<file path="src/rtl/pulse_stretcher.sv">
// Purpose: stretch single-cycle triggers into a registered level held for max(len,1) cycles.
// Latency: level_out rises on the edge that samples pulse_in=1; done strobes on the edge it falls.
// Backpressure: none; triggers that cannot be honoured are dropped and counted in drop_cnt.
//
// Ports: clk, rst (async, active-low), pulse_in, len[LEN_W-1:0] in;
//        level_out, busy, done, drop_cnt[CNT_W-1:0] out (all registered).
// Optional hold-off window after each stretch: define PULSE_STRETCHER_HOLDOFF_EN
// (active only when HOLDOFF > 0).
module pulse_stretcher #(
    parameter int LEN_W   = 8,
    parameter int CNT_W   = 8,
    parameter int RETRIG  = 0,
    parameter int HOLDOFF = 4
) (
    input  logic             clk,
    input  logic             rst,
    input  logic             pulse_in,
    input  logic [LEN_W-1:0] len,
    output logic             level_out,
    output logic             busy,
    output logic             done,
    output logic [CNT_W-1:0] drop_cnt
);

`ifdef PULSE_STRETCHER_HOLDOFF_EN
    localparam bit HO_EN = (HOLDOFF > 0);
    // Wide enough to hold HOLDOFF-1.
    localparam int HO_W = (HOLDOFF > 1) ? $clog2(HOLDOFF) : 1;
    localparam logic [HO_W-1:0] HO_LOAD = HO_W'(HOLDOFF - 1);
    typedef enum logic [1:0] {ST_IDLE, ST_ACTIVE, ST_HOLDOFF} state_t;
    logic [HO_W-1:0] ho_q, ho_d;
`else
    // Hold-off compiled out; HOLDOFF is referenced only so the parameter
    // list stays identical across builds.
    localparam bit HO_EN = 1'b0 && (HOLDOFF > 0);
    typedef enum logic {ST_IDLE, ST_ACTIVE} state_t;
`endif

    state_t           state_q, state_d;
    logic [LEN_W-1:0] cnt_q, cnt_d;
    logic             level_q, level_d;
    logic             busy_q, busy_d;
    logic             done_q, done_d;
    logic [CNT_W-1:0] drop_q, drop_d;
    logic             drop_inc;
    logic [LEN_W-1:0] len_m1;

    // len=0 behaves like len=1; cnt holds remaining edges before the final one.
    assign len_m1 = (len == '0) ? '0 : len - LEN_W'(1);

    always_comb begin
        state_d  = state_q;
        cnt_d    = cnt_q;
        done_d   = 1'b0;
        drop_inc = 1'b0;
`ifdef PULSE_STRETCHER_HOLDOFF_EN
        ho_d     = ho_q;
`endif
        case (state_q)
            ST_IDLE: begin
                if (pulse_in) begin
                    cnt_d   = len_m1;
                    state_d = ST_ACTIVE;
                end
            end
            ST_ACTIVE: begin
                if (cnt_q != '0) begin
                    cnt_d = cnt_q - LEN_W'(1);
                    if (pulse_in) begin
                        if (RETRIG != 0) cnt_d = len_m1;
                        else             drop_inc = 1'b1;
                    end
                end else begin
                    done_d = 1'b1;
                    if (pulse_in && !HO_EN) begin
                        // Trigger on the final edge joins seamlessly into a new stretch.
                        cnt_d = len_m1;
                    end else begin
                        if (pulse_in) drop_inc = 1'b1;
`ifdef PULSE_STRETCHER_HOLDOFF_EN
                        if (HO_EN) begin
                            state_d = ST_HOLDOFF;
                            ho_d    = HO_LOAD;
                        end else begin
                            state_d = ST_IDLE;
                        end
`else
                        state_d = ST_IDLE;
`endif
                    end
                end
            end
`ifdef PULSE_STRETCHER_HOLDOFF_EN
            ST_HOLDOFF: begin
                if (pulse_in) drop_inc = 1'b1;
                if (ho_q == '0) state_d = ST_IDLE;
                else            ho_d    = ho_q - HO_W'(1);
            end
`endif
            default: state_d = ST_IDLE;
        endcase

        // Outputs are registered copies of what the next state implies.
        level_d = (state_d == ST_ACTIVE);
        busy_d  = (state_d != ST_IDLE);

        drop_d = drop_q;
        if (drop_inc && (drop_q != {CNT_W{1'b1}})) drop_d = drop_q + CNT_W'(1);
    end

    always_ff @(posedge clk or negedge rst) begin
        if (!rst) begin
            state_q <= ST_IDLE;
            cnt_q   <= '0;
            level_q <= 1'b0;
            busy_q  <= 1'b0;
            done_q  <= 1'b0;
            drop_q  <= '0;
`ifdef PULSE_STRETCHER_HOLDOFF_EN
            ho_q    <= '0;
`endif
        end else begin
            state_q <= state_d;
            cnt_q   <= cnt_d;
            level_q <= level_d;
            busy_q  <= busy_d;
            done_q  <= done_d;
            drop_q  <= drop_d;
`ifdef PULSE_STRETCHER_HOLDOFF_EN
            ho_q    <= ho_d;
`endif
        end
    end

    assign level_out = level_q;
    assign busy      = busy_q;
    assign done      = done_q;
    assign drop_cnt  = drop_q;

endmodule

</file>
<file path="config.mk">
export PLATFORM = sky130hd
export DESIGN_NAME = pulse_stretcher
export DESIGN_NICKNAME = d
export VERILOG_FILES = /design/src/rtl/pulse_stretcher.sv
export SDC_FILE = /design/constraint.sdc
export NUM_CORES = 1
export LEC_CHECK = 0
export ABC_AREA = 1
export CAP_MARGIN = 10
export CORE_ASPECT_RATIO = 0.75
export CORE_MARGIN = 1.5
export CORE_UTILIZATION = 53
export CTS_CLUSTER_DIAMETER = 120
export DETAILED_ROUTE_END_ITERATION = 8
export MAX_ROUTING_LAYER = met4
export PLACE_DENSITY = 0.84
export SYNTH_ARGS = -nofsm -noshare
export SYNTH_HDL_FRONTEND = slang
export SYNTH_SLANG_ARGS = --single-unit
</file>
<file path="constraint.sdc">
create_clock -name clk -period 1.6 [get_ports clk]
set_input_delay 0.24 -clock clk [delete_from_list [all_inputs] [get_ports clk]]
set_output_delay 0.24 -clock clk [all_outputs]
set_load 0.01 [all_outputs]
</file>
Word level (Yosys, flattened, before mapping)
Index checks and enable logic that the tools add are counted.
{"block": "word_totals", "reg_bits": 18, "in_bits": 11, "output_inout_bits": 11, "word_cells": 23}
{"block": "classes", "addsub": 3, "n_eq_ne": 1, "muxes": 11, "n_bitwise": 1, "reduce_logical": 3}
{"cell": "2-to-1 mux 8 bit", "n": 3}
{"cell": "case mux 8 bit (2 select lines)", "n": 1}
{"cell": "subtractor 8 x 1 -> 8 bit, second input constant", "n": 2}
{"cell": "adder 8 x 1 -> 8 bit, second input constant", "n": 1}
{"cell": "logical NOT 8 bit", "n": 1}
{"cell": "!= test 8 bit, second input constant", "n": 1}
{"cell": "nonzero test 8 bit", "n": 1}
{"cell": "2-to-1 mux 1 bit", "n": 6}
{"cell": "case mux 1 bit (2 select lines)", "n": 1}
{"cell": "logical AND 1 bit", "n": 1}
{"cell": "inverter 1 bit", "n": 1}

Logic depth before layout (Yosys ltp)
{"block": "depth", "word_depth": 5, "mapped_depth": 9, "mapped_depth_nobuf": 8}

Worst setup path before layout
No wires, ideal clock.
{"block": "synth_timing", "kind": "register to register", "start": "register drop_q[0], in the netlist drop_cnt[0]", "end": "register drop_q[6], in the netlist drop_cnt[6]", "setup_time_ns": 0.074, "t_arrival_ns": 1.335, "t_required_ns": 1.526, "path_slack_ns": 0.191, "stages_incl_launch_ff": 9, "path_buffers": 1, "synth_period_minus_slack_ns": 1.409, "cell_sequence": "dfrtp_1 ha_1 nand3_2 nor2_4 nand3_2 nand3_4 buf_12 nand2_2 o21ai_2"}
{"block": "synth_via", "elab_chain_len": 2, "word_cells_on_any_way": 3, "classes_between": "add/sub (1); eq/ne (1); reduce/logical (1)"}
{"element": "start, declared", "line": "44", "text": "logic [CNT_W-1:0] drop_q, drop_d;"}
{"element": "start signal, assigned", "line": "128", "text": "drop_q <= drop_d;"}
{"element": "branches (longest 2 deep; another with adder 8 x 1 -> 8 bit)"}
Several ways; the timed one is not identified.
A chain may end at the register's enable or synchronous reset.

Worst setup path in the final report
{"block": "layout_timing", "start": "register drop_q[6], in the netlist drop_cnt[6]", "end": "output port drop_cnt[6]"}
{"element": "end, declared", "line": "22", "text": "output logic [CNT_W-1:0] drop_cnt"}
No word-level cell between the ends.

==> key figures <==
Synthesis
  • Mean Syn Cell Area: roughly 7.4 µm²
  • Netlist Area Pre-Place: 1360 µm²
  • Synth area leader: dfrtp_1
  • Area share of the largest cell type after synthesis: 0.332
  • Register area share after synthesis: 0.332
  • Synth Register Bits: 18
  • Syn. warnings: 0
  • Syn Inst Count: 183
  • Cell variety after synth: 26
  • Synth Net Count: 199
  • Largest cells by area after synthesis: dfrtp_1, nand2_1, inv_1

Setup path
  • Buffers and inverters on the worst path: 1
  • CP Data Required Time: 1.36 ns
  • Crit-path max cell delay: roughly 0.56 ns
  • CP delay by family, top: buffers and inverters
  • Critical path type: flip-flop to primary output
  • Crit path cell chain: clkdlybuf4s50_1
  • Setup crit end kind: primary output
  • CP max stage cell: clkdlybuf4s50_1
  • Critical path launch point type: flip-flop
  • Critical Path AT: 1.31 ns
  • Crit Path Max Fanout: 5

Layout
  • Area occupied by multi-input gates: about 800 µm²
  • P&R area growth vs syn: 28.3%
  • Layout cells sized above 1: 0.212
  • Total Nets Final: 234
  • Antenna diode count: 0
  • Final std cells w/o fill: 251
  • FF+latch area: 457 µm²
  • Fillers: 187

Floorplan
  • Die Width: a little over 60 µm
  • Full die area: 2870 µm²
  • Io pins: 22
  • CORE AREA: 2360 µm²
  • Initial core utilization: 0.574
  • Die Height: 46.8 µm
  • Std cell rows: 15

CTS
  • Root buffer cell: clkbuf_4
  • CTS Buf Count: 3
  • Clock sink count: 18
  • CTS tree: built
  • Clk slew on worst S/H paths: 0.11 ns
  • CTS H-Tree Depth: 1
  • Worst skew pair latency: 0.31 ns
  • Clk buf depth: 2

STA
  • Slew headroom: 0.794
  • Count of final setup violators: 0
  • Fin. max-slew vios: 0
  • Period utilisation layout: 0.972
  • Worst slew pin tran: 0.308 ns
  • Period minus WS final: 1.55 ns
  • RSZ-0062 raised after global routing: true
  • Setup TNS: 0 ns
  • Clock skew: 0.00840 ns
  • Max frequency: about 0.64 GHz
  • Fin. Hold Viols: 0
  • Setup slack after layout: 0.0453 ns

Power
  • Power Density: 1250 nW/µm²
  • Lkg Pwr: 0.827 nW
  • Peak VDD IR: 0.00101 V

Job
  • Max Cap Viol: 0

Route
  • Pre-antenna DRT Iters: 4
  • Overall via count from detail_route: 1320
  • Drt wl/cell: roughly 13 µm
  • Post-route DRC violation count: 0
  • Final wirelength: 3.25 mm
  • Initial DRC count: 81
  • Vias per cell: approximately 5.3
  • Antenna Nets Post-Route: 0

Global routing
  • Global-route wire length before repair: between 5 and 6 mm
  • Grt ovf: 0
  • Tot GR Track Use: 0.249
  • Largest net degree at the start of global routing: 19
  • Vias in the first global route: about 1100
  • Initial antenna violation count: 0

Place
  • DP Wirelength: 2.43 mm
  • Port bufs: 21
  • Placed Cells incl. Taps: between 200 and 250
  • Gpl congestion: 0.846
  • Post-Place Setup Slack: -0.129 ns

Worst hold path
  • Hold crit path type: input pin to asynchronous set/reset pin

Run status
  • Run status: completed
-- synth_stat cells --
cell,count
inv_2,1
o21ai_1,2
o21ai_2,7
dfrtp_1,18
xnor2_1,7
nand2_2,4
nand3_4,1
nand3_2,2
ha_1,5
inv_1,26
inv_4,1
nand4_1,5
nor2_8,1
nor2_1,25
buf_12,1
o21ai_0,4
buf_6,1
a21oi_2,2
buf_4,1
nor2_4,2
xor2_1,1
nand3b_1,3
nor3_1,1
nand3_1,16
nand2_1,43
nor2_2,3
-- worst paths after layout --
path | start | endpoint | slack [ns] | cells after the start
max | drop_cnt[6] | drop_cnt[6] | 0.05 | 1
min | rst | busy | 0.25 | 2
max reg2reg | cnt_q[1] | cnt_q[7] | 0.10 | 9
min reg2reg | cnt_q[0] | cnt_q[0] | 0.52 | 2
max in group asynchronous | rst | drop_cnt[2] | 1.13 | 2
min in group clk | cnt_q[0] | cnt_q[0] | 0.52 | 2
-- registers in the layout (all words and copies together) (netlist names) --
signal	count
busy	1
cnt_q	8
done	1
drop_cnt	8
-- metrics by stage --
stage                     utilization  instance area, µm²  power, W  hold slack (ns)
final                           0.736                1740   0.00217            0.250
after floorplan                     -                1360   0.00147          -0.0556
after global routing            0.736                1740   0.00235            0.260
after CTS                       0.708                1680   0.00215            0.264
after detailed placement        0.689                1630   0.00184            0.499
after global placement          0.689                1630   0.00177            0.482
-- cell type report --
| type | instances | share of cell area |
|---|---|---|
| well taps | 34 | 0.0244 |
| multi-input cells | 136 | 0.462 |
| inverters | 28 | 0.0618 |
| repair buffers | 31 | 0.169 |
| clock buffers | 4 | 0.0208 |
| flip-flops and latches | 18 | 0.262 |
-- layer usage --
| metal | vias to the layer above | global-route usage | part of all wire |
|---|---|---|---|
| met5 | - | - | 0 |
| met4 | 0 | 0.0426 | 0.0095 |
| met3 | 5 | 0.0634 | 0.060 |
| met2 | 48 | 0.398 | 0.49 |
| met1 | 612 | 0.329 | 0.44 |
| li1 | 655 | - | - |
-- report_power, final --
part	leakage, nW	switching [W]	internal [W]
Clock	0.0210	0.000150	0.000139
Sequential	0.215	0.000182	0.000620
Combinational	0.592	0.000589	0.000489
Total	0.827	0.000922	0.00125
-- cell families (layout without fill, tap and decap cells) --
group	Yosys count	in the layout	share of synthesized area
DFF	18	18	0.332
and+or+nand+nor	106	108	0.382
xor gates and xnor gates	8	8	0.0517
AOI/OAI and AO/OA	15	15	0.0803
adders and majority gates	5	5	0.0461
buffers and inverters	31	63	0.108
-- what timing repair did --
item	in CTS	in global routing
hold buffers	0	0
resized for setup	1	11
setup buffers	1	1
cloned	0	2
pin swaps	0	3
endpoints found under the setup margin	2	21
-- cells in the final DEF, fill, tap and decap left out, types with 2 or more instances in the layout --
cell             instances
o21ai_2                  7
dfrtp_1                 13
dfrtp_2                  5
clkbuf_4                 3
dlymetal6s2s_1           2
o21ai_1                  2
nor2_4                   4
a21oi_2                  2
ha_1                     5
o21ai_0                  4
clkdlybuf4s50_1         19
xnor2_1                  7
nand2_2                  5
buf_4                    9
nand2_1                 42
nand3b_1                 3
nor2_1                  25
nand3_1                 16
nor2_2                   2
nand3_4                  3
inv_1                   26
nand4_1                  5
(Power assumes the default switching activity.)
